**src/rtl/mem_fetch_ctrl.sv**
```systemverilog
// mem_fetch_ctrl: instruction fetch sequencer and store arbiter for the single-port 64x8 RAM.
// Optional MEM_WRITE_PROTECT_EN: stores below PROT_LIMIT are acked with wr_err and not written.
module mem_fetch_ctrl #(
  parameter int ADDR_W     = 6,
  parameter int DATA_W     = 8,
  parameter int INSTR_LEN  = 3,
  parameter int RESET_PC   = 0,
  parameter int PROT_LIMIT = 8
) (
  input  logic              clk,
  input  logic              rst,
  input  logic              run,
  input  logic              jump_en,
  input  logic [ADDR_W-1:0] jump_addr,
  output logic              instr_valid,
  input  logic              instr_ready,
  output logic [DATA_W-1:0] instr_opcode,
  output logic [DATA_W-1:0] instr_op1,
  output logic [DATA_W-1:0] instr_op2,
  output logic [ADDR_W-1:0] instr_pc,
  output logic [ADDR_W-1:0] pc,
  input  logic              wr_req,
  input  logic [ADDR_W-1:0] wr_addr,
  input  logic [DATA_W-1:0] wr_data,
  output logic              wr_ack,
  output logic              wr_err,
  output logic              fault,
  output logic [ADDR_W-1:0] ram_addr,
  output logic [DATA_W-1:0] ram_data,
  output logic              ram_we,
  input  logic [DATA_W-1:0] ram_opcode,
  input  logic [DATA_W-1:0] ram_op1,
  input  logic [DATA_W-1:0] ram_op2
);
`ifdef MEM_WRITE_PROTECT_EN
  localparam bit PROT_EN = 1'b1;
`else
  localparam bit PROT_EN = 1'b0;
`endif
  localparam logic [ADDR_W-1:0] PROT = ADDR_W'(PROT_LIMIT);
  localparam logic [ADDR_W:0] LAST_PC = (ADDR_W+1)'((1 << ADDR_W) - INSTR_LEN);
  typedef enum logic [2:0] {IDLE, FETCH, CAPTURE, HOLD, WRITE, FAULT} state_t;
  state_t state, state_n;
  logic [ADDR_W-1:0] pc_n;
  logic vld_n, cap, prot_hit;
  assign prot_hit = PROT_EN && (wr_addr < PROT);
  assign wr_ack = state == WRITE;
  assign wr_err = wr_ack && prot_hit;
  assign ram_we = wr_ack && !prot_hit;
  assign ram_addr = wr_ack ? wr_addr : pc;
  assign ram_data = wr_ack ? wr_data : '0;
  always_comb begin
    state_n = state;
    pc_n = pc;
    vld_n = instr_valid;
    cap = 1'b0;
    case (state)
      IDLE:
        if (wr_req) state_n = WRITE;
        else if (jump_en) pc_n = jump_addr;
        else if (run) state_n = ({1'b0, pc} <= LAST_PC) ? FETCH : FAULT;
      FETCH: state_n = CAPTURE;
      CAPTURE: begin
        cap = 1'b1;
        pc_n = pc + ADDR_W'(INSTR_LEN);
        vld_n = 1'b1;
        state_n = HOLD;
      end
      HOLD:
        if (jump_en) begin
          pc_n = jump_addr;
          vld_n = 1'b0;
          state_n = IDLE;
        end else if (instr_ready) begin
          vld_n = 1'b0;
          state_n = IDLE;
        end else if (wr_req) state_n = WRITE;
      // fault is sticky, so a store taken from FAULT returns there
      WRITE: state_n = fault ? FAULT : instr_valid ? HOLD : IDLE;
      FAULT: if (wr_req) state_n = WRITE;
      default: state_n = IDLE;
    endcase
  end
  always_ff @(posedge clk or posedge rst) begin
    if (rst) begin
      state <= IDLE;
      pc <= ADDR_W'(RESET_PC);
      instr_valid <= 1'b0;
      fault <= 1'b0;
    end else begin
      state <= state_n;
      pc <= pc_n;
      instr_valid <= vld_n;
      fault <= fault | (state_n == FAULT);
    end
  end
  always_ff @(posedge clk or posedge rst) begin
    if (rst) begin
      instr_opcode <= '0;
      instr_op1 <= '0;
      instr_op2 <= '0;
      instr_pc <= '0;
    end else if (cap) begin
      instr_opcode <= ram_opcode;
      instr_op1 <= ram_op1;
      instr_op2 <= ram_op2;
      instr_pc <= pc;
    end
  end
endmodule

```
**config.mk**
```make
export PLATFORM = sky130hd
export DESIGN_NAME = mem_fetch_ctrl
export DESIGN_NICKNAME = d
export VERILOG_FILES = /design/src/rtl/mem_fetch_ctrl.sv
export SDC_FILE = /design/constraint.sdc
export NUM_CORES = 1
export LEC_CHECK = 0
export CORE_ASPECT_RATIO = 1.2
export CORE_MARGIN = 2
export CORE_UTILIZATION = 36
export DETAILED_ROUTE_END_ITERATION = 8
export PLACE_DENSITY = 0.77
export SLEW_MARGIN = 40
export SYNTH_ARGS = -nofsm -noshare
export SYNTH_HDL_FRONTEND = slang
export SYNTH_SLANG_ARGS = --single-unit
```
**constraint.sdc**
```tcl
create_clock -name clk -period 1.45 [get_ports clk]
set_input_delay 0.2175 -clock clk [delete_from_list [all_inputs] [get_ports clk]]
set_output_delay 0.2175 -clock clk [all_outputs]
set_load 0.05 [all_outputs]
```
==> results.cfg <==
[grt]
grt_usage_pct = 24.0
grt_pass1_wl_um = 11500
antenna_found_initial = 0
overflow = 0
grt_pass1_vias = 2371
grt_max_degree = 42

[synthesis]
async_flop_share_pct = 100
syn-num-nets = 279
synth.distinct_cells = 37
synth_top_area_share_pct = 51.3
syn_inst = 227
synth_seq_cells = 41
synth_edf_count = 0
ys_warn_count = 0
synth.most_common_cell = nand2_1
ys_seq_area_share_pct = 51.3
synth_common_cells = nand2_1 (99), dfrtp_1 (41), o21ai_0 (11)
ys_top_cells_by_area = dfrtp_1 (51%), nand2_1 (19%), a21oi_2 (3.1%)
synthFlopType = dfrtp_1
synth.avg_cell_area_um2 = 8.80
yosysTopAreaCell = dfrtp_1
syn_area_mm2 = 0.00200

[detailed_routing]
wire_per_inst_um = 18.0
dr.pass1.iters = 4
ant_nets = 0
num_vias = 2186
vias_per_cell = 5.04
drc = 0
wirelength_um = 7830
drtIter0Drc = 226

[timing]
fin_tns_setup_ns = -9.47
fin_crit_sh_pct = 122
timing.final.crit_period_ns = 1.77
hold_viol = 0
fmax_ghz = 0.565
worst_slack_ns = -0.319
holdWs_ns = 0.250
final_max_slew_viol_count = 0
fin_skew_ns = 0.0132
rsz0062_at_grt = true
setup_viol = 55

[setup_path]
cp_top_family = flip-flops
path_max_fanout = 5
regToRegSetupSlack_ns = -0.29
cp_slowest_cell = dfrtp_2
path_depth = 5
cp.arrival_ns = 1.55
r2r_cells = 9
crit_chain = inv_2 -> nor3_4 -> buf_6 -> mux2_4 -> buf_8
worst-setup-path-type = flip-flop to output port
critPathBufInv = 3
critPathRequiredTime_ns = 1.23
crit_path_max_incr_delay_ns = 0.38
critPathLaunchType = flip-flop
endpoint_kind = output port

[final_layout]
drive_gt1_share_pct = 48.9
areaGrowthSynthToFinish_pct = 126
fillers = 270
fin_nets = 424
antenna_cells = 0

[place]
port_buffers = 103
place_congestion = 0.777
preCtsSetupSlack_ns = -0.239
dpl.hpwl_um = 4710

[pwr]
p_total_w = 0.0128
vdd_drop_max_v = 0.00161
power.density_mw_per_mm2 = 2830
p_int_w = 0.00683
swShare_pct = 46.5
p_leak_nw = 2.06
pwr-share-seq_pct = 19.1
p_comb_share_pct = 74.9
p_clk_share_pct = 6.0
p_sw_w = 0.00593

[clock_tree]
clockBufferDepth = 2
cts_max_level = 2
clock_tree.root_cell = clkbuf_8
tritoncts = yes
cts.clk_slew.worst_paths_ns = 0.09
ctsHoldBuffers = 0
clk_latency_ns = 0.30
numCtsBuffers = 5
cts.sinks = 41

[floorplan]
die_width_um = 72.0
die_height_um = 85.6
dieArea_mm2 = 0.00616
num_rows = 29
core-area_mm2 = 0.00533
ios = 105
initial_core_util_pct = 37.5

[status]
status = finished, violations left
violations = negative setup slack

[min_path]
holdCritPathClass = primary input to async pin

[flow_run]
cap_viol_max_count = 0
tightest hold or removal path: stages:
cell             delay, ns
clkdlybuf4s50_1       0.40
clkinv_1              0.07
buf_12                0.23
per-stage QoR:
step / utilization, % / instances / cell area, um2
2_1_floorplan: - / 227 / 2080
3_3_place_gp: 72.7 / 407 / 3880
3_5_place_dp: 72.7 / 407 / 3880
4_1_cts: 81.1 / 426 / 4330
5_1_grt: 84.6 / 434 / 4510
6_report: 84.6 / 434 / 4510
path summary, 6_finish.rpt:
path	start	end
min in group clk	ram_op2[2]	instr_op2[2]
worst min register to register	instr_op1[2]	instr_op1[2]
worst max register to register	state[1]	pc[0]
worst min-delay path	rst	instr_op2[2]
max in group asynchronous	rst	state[2]
worst max-delay path	state[2]	ram_addr[3]
layer usage:
layer	wire [um]	GRT usage, %
met1	2820	26.7
met5	0	0
met4	165	8.40
met3	500	5.05
met2	4340	44.7
placed cells by master (no fill, tap or decap), types with 2 or more instances in the layout:
| cell type | netlist | final |
|---|---|---|
| buf_4 | 3 | 21 |
| buf_6 | 2 | 13 |
| nand2_1 | 99 | 74 |
| a21oi_1 | 5 | 2 |
| nor2_1 | 4 | 3 |
| mux2_4 | 0 | 4 |
| inv_4 | 0 | 2 |
| buf_12 | 0 | 58 |
| nor3_4 | 0 | 2 |
| nand2_2 | 0 | 25 |
| and2_4 | 0 | 8 |
| nor2b_2 | 0 | 2 |
| nand4_1 | 2 | 2 |
| clkbuf_8 | 0 | 6 |
| o21ai_0 | 11 | 6 |
| clkdlybuf4s50_1 | 0 | 49 |
| o21ai_1 | 0 | 2 |
| dfrtp_1 | 41 | 37 |
| nor2b_1 | 4 | 2 |
| a21oi_2 | 7 | 8 |
| buf_8 | 0 | 5 |
| dfrtp_2 | 0 | 4 |
| buf_16 | 0 | 2 |
| a21oi_4 | 0 | 2 |
| clkbuf_16 | 0 | 3 |
| o21ai_4 | 0 | 2 |
| or3b_4 | 1 | 2 |
| a21o_1 | 2 | 2 |
power by group through the flow:
stage | Sequential, W | Combinational, W | Clock, W
6_report | 0.00244 | 0.00955 | 0.000772
5_1_grt | 0.00249 | 0.00994 | 0.000828
4_1_cts | 0.00239 | 0.00902 | 0.000774
3_5_place_dp | 0.00238 | 0.00802 | 0
3_3_place_gp | 0.00233 | 0.00789 | 0
2_1_floorplan | 0.00386 | 0.00245 | 0
registers in the layout (all words and copies together), names as in the netlist:
| name | count |
|---|---|
| fault | 1 |
| instr_op1 | 8 |
| instr_op2 | 8 |
| instr_opcode | 8 |
| instr_pc | 6 |
| instr_valid | 1 |
| pc | 6 |
| state | 3 |
kinds of logic after synthesis:
group / Yosys count / share of synthesized area [%]
compound gates: 34 / 12.1
fa+ha+maj: 2 / 1.25
other cells: 1 / 0.188
simple gates: 127 / 27.9
flops: 41 / 51.3
buf+inv: 18 / 5.01
mux: 4 / 2.25
cell type report:
cell class              instances  area [um2]  area share, %
inverters                       4        20.0          0.444
flip-flops and latches         41        1030           22.9
multi-input cells             168        1100           24.5
clock buffers                   7        86.3           1.91
well taps                      62        77.6           1.72
repair buffers                152        2190           48.6
what timing repair did:
action                                  4_1_cts  5_1_grt
endpoints found under the setup margin       43       55
gates cloned                                  4        3
setup buffers                                 8        6
pin swaps                                    32        4
gates resized for setup                      61       25
Note: power is estimated with default switching activity, not from simulation.
